--- src/rtl/uart_pkg.sv ---
// Shared UART definitions for the receiver and transmitter.
// Frame geometry defaults and receiver state encodings.
package uart_pkg;

  localparam int CLKS_PER_BIT_DEFAULT = 10416;
  localparam int DATA_BITS = 8;
  localparam int BIT_IDX_W = $clog2(DATA_BITS);

  typedef enum logic [2:0] {
    RX_IDLE  = 3'd0,
    RX_START = 3'd1,
    RX_DATA  = 3'd2,
    RX_STOP  = 3'd3,
    RX_BREAK = 3'd4
  } rx_state_e;

endpackage

--- src/rtl/uart_receiver_sync_2ff.sv ---
// Two-flop synchronizer for a single asynchronous input.
// The reset value is selectable so idle-high lines stay quiet.
module sync_2ff #(
  parameter logic RST_VAL = 1'b1
) (
  input  logic clk_i,
  input  logic rst_i,
  input  logic d_i,
  output logic q_o
);

  logic meta;

  always_ff @(posedge clk_i or posedge rst_i) begin
    if (rst_i) begin
      meta <= RST_VAL;
      q_o  <= RST_VAL;
    end else begin
      meta <= d_i;
      q_o  <= meta;
    end
  end

endmodule

--- src/rtl/uart_receiver.sv ---
// 8N1 UART receiver: mid-bit sampling, stop-bit check,
// one-cycle valid/frame-error strobes, break hold-off.
module uart_receiver
  import uart_pkg::*;
#(
  parameter int CLKS_PER_BIT = CLKS_PER_BIT_DEFAULT
) (
  input  logic       clk_i,
  input  logic       rst_i,
  input  logic       RXD_i,
  output logic [7:0] data_o,
  output logic       valid_o,
  output logic       frame_err_o,
  output logic       busy_o
);

  localparam int HALF_BIT = CLKS_PER_BIT / 2;
  localparam int CW = $clog2(CLKS_PER_BIT);
  localparam logic [CW-1:0] HALF_M1 = CW'(HALF_BIT - 1);
  localparam logic [CW-1:0] FULL_M1 = CW'(CLKS_PER_BIT - 1);
  localparam logic [BIT_IDX_W-1:0] LAST_IDX = BIT_IDX_W'(DATA_BITS - 1);

  rx_state_e state_q;
  rx_state_e state_d;

  logic                 rxd_s;
  logic [CW-1:0]        cnt;
  logic [BIT_IDX_W-1:0] bit_idx;
  logic [DATA_BITS-1:0] shift;
  logic                 tick;

  sync_2ff #(
    .RST_VAL (1'b1)
  ) u_sync (
    .clk_i (clk_i),
    .rst_i (rst_i),
    .d_i   (RXD_i),
    .q_o   (rxd_s)
  );

  // START waits half a bit to land mid-bit; later states a full bit
  always_comb begin
    tick = 1'b0;
    if (state_q == RX_START)
      tick = (cnt == HALF_M1);
    else
      tick = (cnt == FULL_M1);
  end

  always_ff @(posedge clk_i or posedge rst_i) begin
    if (rst_i)
      state_q <= RX_IDLE;
    else
      state_q <= state_d;
  end

  always_comb begin
    state_d = state_q;
    case (state_q)
      RX_IDLE:
        if (!rxd_s) state_d = RX_START;
      RX_START:
        if (tick) state_d = rxd_s ? RX_IDLE : RX_DATA;
      RX_DATA:
        if (tick && bit_idx == LAST_IDX) state_d = RX_STOP;
      RX_STOP:
        if (tick) state_d = rxd_s ? RX_IDLE : RX_BREAK;
      RX_BREAK:
        if (rxd_s) state_d = RX_IDLE;
      default:
        state_d = RX_IDLE;
    endcase
  end

  always_ff @(posedge clk_i or posedge rst_i) begin
    if (rst_i) begin
      cnt         <= '0;
      bit_idx     <= '0;
      shift       <= '0;
      data_o      <= '0;
      valid_o     <= 1'b0;
      frame_err_o <= 1'b0;
    end else begin
      valid_o     <= 1'b0;
      frame_err_o <= 1'b0;
      case (state_q)
        RX_START: begin
          cnt <= tick ? '0 : cnt + CW'(1);
          if (tick) bit_idx <= '0;
        end
        RX_DATA: begin
          cnt <= tick ? '0 : cnt + CW'(1);
          if (tick) begin
            shift[bit_idx] <= rxd_s;
            bit_idx        <= bit_idx + BIT_IDX_W'(1);
          end
        end
        RX_STOP: begin
          cnt <= tick ? '0 : cnt + CW'(1);
          if (tick) begin
            if (rxd_s) begin
              data_o  <= shift;
              valid_o <= 1'b1;
            end else begin
              frame_err_o <= 1'b1;
            end
          end
        end
        default: cnt <= '0;
      endcase
    end
  end

  always_comb begin
    busy_o = (state_q != RX_IDLE);
  end

endmodule

--- config.mk ---
export PLATFORM = sky130hd
export DESIGN_NAME = uart_receiver
export DESIGN_NICKNAME = d
export VERILOG_FILES = /design/src/rtl/uart_pkg.sv /design/src/rtl/uart_receiver_sync_2ff.sv /design/src/rtl/uart_receiver.sv
export SDC_FILE = /design/constraint.sdc
export NUM_CORES = 1
export LEC_CHECK = 0
export CORE_MARGIN = 2
export CORE_UTILIZATION = 40
export DETAILED_ROUTE_END_ITERATION = 12
export GPL_TIMING_DRIVEN = 0
export PLACE_DENSITY = 0.6
export REMOVE_ABC_BUFFERS = 1
export SLEW_MARGIN = 20
export SYNTH_ARGS = -nofsm -noshare
export SYNTH_HDL_FRONTEND = slang
export SYNTH_HIERARCHICAL = 1
export SYNTH_SLANG_ARGS = --single-unit
--- constraint.sdc ---
create_clock -name clk_i -period 2.22 [get_ports clk_i]
set_input_delay 0.222 -clock clk_i [delete_from_list [all_inputs] [get_ports clk_i]]
set_output_delay 0.222 -clock clk_i [all_outputs]
set_load 0.01 [all_outputs]
After elaboration in Yosys (flattened, before gate mapping)
Cells that the tools add are included.

word-level totals
  bits of input ports = 3
  flip-flop bits (word level) = 40

cells by class
  multiplexer cells = 23
  eq/ne operators = 13
  reductions and logical operators = 10
  add/sub/neg operators = 2
  $lt $le $gt $ge = 2

operators with widths
  kind                                                                number
  2-to-1 mux 14 bit                                                   2
  2-to-1 mux 3 bit                                                    8
  one-hot mux 3 bit (5 select lines)                                  1
  adder 14 x 1 -> 14 bit (second input constant)                      1
  == test 14 x 13 -> 1 bit (second input constant)                    1
  == test 14 bit (second input constant)                              1
  inequality test 2 bit (second input constant)                       5
  bitwise mux 8 bit                                                   1
  2-to-1 mux 1 bit                                                    8
  == test 3 x 2 -> 1 bit (second input constant)                      2
  == test 3 bit (second input constant)                               2
  one-hot mux 3 bit (2 select lines)                                  1
  AND reduction 3 bit                                                 2
  AND reduction 5 bit                                                 1
  < comparator 3 x 4 -> 1 bit (second input constant)                 1
  adder 3 x 1 -> 3 bit (second input constant)                        1
  demux 1 bit (select 3 bit)                                          1
  == test 3 x 1 -> 1 bit (second input constant)                      1
  greater-or-equal comparator 3 x 1 -> 1 bit (second input constant)  1
  logical NOT 3 bit                                                   1
  nonzero test 3 bit                                                  1
  OR reduction 3 bit                                                  1
  logical AND 1 bit                                                   2
  2-to-1 mux 2 bit                                                    1
  other kinds (3)                                                     3

Depth between registers and ports, before layout
  depth after elaboration = 5
  gate-level depth with buffers = 7

Modules after synthesis
Netlist, hierarchy kept.

modules (own cells, without submodules)
  module         cells an instance  area each (um^2)  times used  sequential area each (um^2)
  uart_receiver  168                1924.3            1           950.9
  sync_2ff       3                  56.3              1           52.6

Worst setup path before layout
OpenSTA, ideal clock, no wires.

  path kind = register -> register
  start point = reg state_q[1]
  end point = reg data_o[0]
  setup time = 0.125 ns
  path slack = 0.284 ns
  arrival time = 1.811 ns
  path buffers = 3
  period minus slack after synthesis = 1.936 ns
  stages on the path, launching flop included = 8
  path through = dfrtp_1 -> clkbuf_1 -> or3b_1 -> and4_1 -> buf_6 -> o211a_1 -> buf_6 -> mux2_4

between the ends
  cells in the longest elaborated chain, start to end = 3
  elaborated cells on any way between the ends = 4
  classes of those cells = eq/ne: 2; mux: 1; reduce/logical: 1

RTL lines
  item                             RTL line              source
  start, declared                  uart_receiver.sv:23   rx_state_e state_q;
  start signal, assigned           uart_receiver.sv:54   state_q <= state_d;
  == test 3 x 1 -> 1 bit           uart_receiver.sv:44   if (state_q == RX_START)
  2-to-1 mux 1 bit                 uart_receiver.sv:44
  AND reduction 3 bit (no line) *  -
  end signal, assigned             uart_receiver.sv:102  data_o <= shift;
  end, declared                    uart_receiver.sv:11   output logic [7:0] data_o,

Every way passes the cells marked *; elsewhere a longest branch is shown, timed or not.
A chain may end at the register's enable or synchronous reset.

Worst setup path after layout
  start point = reg cnt[10]
  end point = reg data_o[6]

between the ends
  cells in the longest elaborated chain, start to end = 3
  elaborated cells on any way between the ends = 4
  classes of those cells = eq/ne: 2; mux: 1; reduce/logical: 1

RTL lines
  item                                                        RTL line                                  source
  start, declared                                             uart_receiver.sv:27                       logic [CW-1:0] cnt;
  start signal, assigned                                      uart_receiver.sv:88                       cnt <= tick ? '0 : cnt + CW'(1);
  start signal, assigned                                      uart_receiver.sv:92                       cnt <= tick ? '0 : cnt + CW'(1);
  start signal, assigned                                      uart_receiver.sv:99                       cnt <= tick ? '0 : cnt + CW'(1);
  == test 14 bit or == test 14 x 13 -> 1 bit (tied branches)  uart_receiver.sv:47, uart_receiver.sv:45
  2-to-1 mux 1 bit *                                          uart_receiver.sv:44
  AND reduction 3 bit (no line) *                             -

Marked as above.

==> out/metrics.yaml <==
status: "finished, final reports clean"
drv_slew: 0
r2r_start: "cnt[10]$_DFF_PP0_"
rows: 25
syn_avg_cell_area_um2: 11.6
wl_per_cell_um: 14.2
fin_cells: 252
grt_pass1_vias: 1398
num_vias: 1353
synthXorXnorAreaFrac_pct: 4.86
cts_root_buf: "clkbuf_8"
synth_compound_area_share_pct: 5.24
final_common_cell: "dfrtp_1"
finalHoldViolCount: 0
leakage_nw: 1.02
critPathKind: "flop to flop"
synthArstFlopShare_pct: 100
core_area_um2: 4750
period_share_pct: 95.1
final_cell_mix: "38 x dfrtp_1, 15 x nor3_1, 13 x clkdlybuf4s50_1"
hp-class: "input pin to asynchronous set/reset pin"
crit_start: "cnt[10]$_DFF_PP0_"
power.density_nw_per_um2: 580
gp_congestion: 0.826
whs_ps: 274
crit_path_end_kind: "flop"
clk_latency_ps: 290
dp_slack_ps: -235
ys_ff_latch: 40
rrSetupSlack_ps: 110
synth-edff-count: 0
finalSetupTns_ps: 0
layout_setup_ws_ps: 109
wl_um: 3570
syn_area_um2: 1980
rsz0062_at_grt: "false"
drtIter0Drc: 102
grt_overflow_total: 0
rr_worst_depth: 4
via_per_inst: 5.37
max_freq_mhz: 474
crit_required_ps: 2400
antennaDiodeCount: 0
drtPass1Iterations: 4
ys.flop_type: "dfrtp_1"
area_growth_pct: 17.1
cts_hold_buf: 0
setup_viol: 0
synth_warnings: 6
portBuffers: 13
die_area_um2: 5530
start_util_pct: 41.7
ant_nets: 0
grt_max_degree: 22
cts_resized: 3
period_needed_ps: 2110
clk_pin_slew_ps: 80
post_cts_buffers: 0
cts_buffer_depth: 2
synthSimpleGateAreaFrac_pct: 22.0
worst_clock_skew_ps: 5.83
synth_cells: 171
dp_hpwl_um: 2500
ir_drop_uv: 231
maxCapViolCount: 0
dp.cells: 244
synth.yosys.seq_area_share_pct: 50.7
synth_top_family_by_area: "simple AND/OR/NAND/NOR gates"
h-tree-depth: 2
drc_errors: 0
clock_sinks: 40
cp-endpoint: "data_o[6]$_DFFE_PP0P_"
cts_tree: "yes"
synth.area.mux_share_pct: 11.7
die_y_um: 74.4
cp.arrival_ps: 2290
tightest_slew_ps: 599
crit_fanout: 14
nets: 190
gr-usage-all-layers_pct: 15.4
relSlewSlack_pct: 60.1
drive_above_1_share_pct: 20.0
cts_buffers: 5
r2r-end: "data_o[6]$_DFFE_PP0P_"
start_kind: "flop"
grt_pass1_wl_um: 6490
die_w_um: 74.4
ios: 14
fin_util_pct: 48.8
synthAdderAreaFrac_pct: 1.90
synth_cell_types: 37
antenna_found_initial: 0
-- critical path, cell delays in order (launching register included) --
cell      delay (ps)
dfrtp_1          440
nor4bb_2         420
and4_4           400
o211a_2          410
mux2_4           330
-- layer usage --
layer	global-route usage, %	part of all wire [%]
met3	4.07	2.8
met1	18.6	48
met5	0	0
met2	26.0	47
met4	6.35	1.7
-- flip-flops by register name, summed over array words and instances, names as in the netlist --
name         count
cnt             14
data_o           8
shift            8
bit_idx          3
state_q          3
frame_err_o      1
u_sync/meta      1
u_sync/q_o       1
valid_o          1
-- cells by family (layout without fill, tap and decap cells) --
logic type | after synthesis | count (layout)
xor+xnor | 11 | 11
fa+ha+maj | 3 | 3
mux | 18 | 18
flops | 40 | 40
buf+inv | 14 | 28
compound gates | 14 | 14
simple gates | 71 | 71
-- layout make-up --
cell class,count,area [um2]
fill,440,2430
sequential,40,1000
multi-input combinational,117,941
timing repair buffer,15,165
tap,67,83.8
clock buffer,6,72.6
clock inverter,2,35.0
inverter,5,18.8
-- stage by stage --
stage          area [um2]  power [mW]
3_3_place_gp         2140       0.769
3_5_place_dp         2180       0.776
5_1_grt              2320        1.41
4_1_cts              2290        1.37
2_1_floorplan        1930       0.760
6_report             2320        1.35
-- power breakdown --
| group | total (mW) | internal, mW | leakage (nW) | switching (mW) |
|---|---|---|---|---|
| logic | 0.0248 | 0.00895 | 0.425 | 0.0158 |
| registers | 0.735 | 0.731 | 0.537 | 0.00358 |
| clock network | 0.586 | 0.334 | 0.0552 | 0.253 |
| total | 1.35 | 1.07 | 1.02 | 0.272 |
-- synth_stat cells (2+ instances only) --
| cell | instances | area, um2 |
|---|---|---|
| mux2_2 | 10 | 113 |
| nor3b_1 | 3 | 22.5 |
| nand4b_1 | 3 | 26.3 |
| buf_2 | 2 | 10.0 |
| nand4_1 | 9 | 56.3 |
| nand3_1 | 6 | 30.0 |
| nor3_1 | 15 | 75.1 |
| nor4bb_1 | 3 | 30.0 |
| xor2_1 | 6 | 52.6 |
| dfrtp_1 | 38 | 951 |
| nand2_1 | 5 | 18.8 |
| and4_1 | 4 | 35.0 |
| and2_1 | 5 | 31.3 |
| clkbuf_1 | 4 | 15.0 |
| buf_6 | 2 | 22.5 |
| inv_1 | 5 | 18.8 |
| mux2_4 | 8 | 120 |
| a21oi_1 | 2 | 10.0 |
| o211a_1 | 2 | 20.0 |
| or3_1 | 2 | 12.5 |
| dfstp_2 | 2 | 52.6 |
| o21ai_0 | 2 | 10.0 |
| xnor2_1 | 5 | 43.8 |
| ha_1 | 3 | 37.5 |
| and3_1 | 4 | 25.0 |
| nor2b_1 | 3 | 18.8 |
| a211oi_1 | 2 | 15.0 |
| nor2_1 | 6 | 22.5 |
| a22o_1 | 2 | 17.5 |
-- worst min path at each step --
stage	slack [ps]	startpoint	end
after global placement	350	u_sync/meta$_DFF_PP1_	u_sync/q_o$_DFF_PP1_
after CTS	280	rst_i	cnt[1]$_DFF_PP0_
final	270	rst_i	cnt[8]$_DFF_PP0_
after detailed placement	350	u_sync/meta$_DFF_PP1_	u_sync/q_o$_DFF_PP1_
after global routing	300	rst_i	u_sync/q_o$_DFF_PP1_
after floorplan	130	rst_i	u_sync/meta$_DFF_PP1_
(Power assumes the default switching activity.)
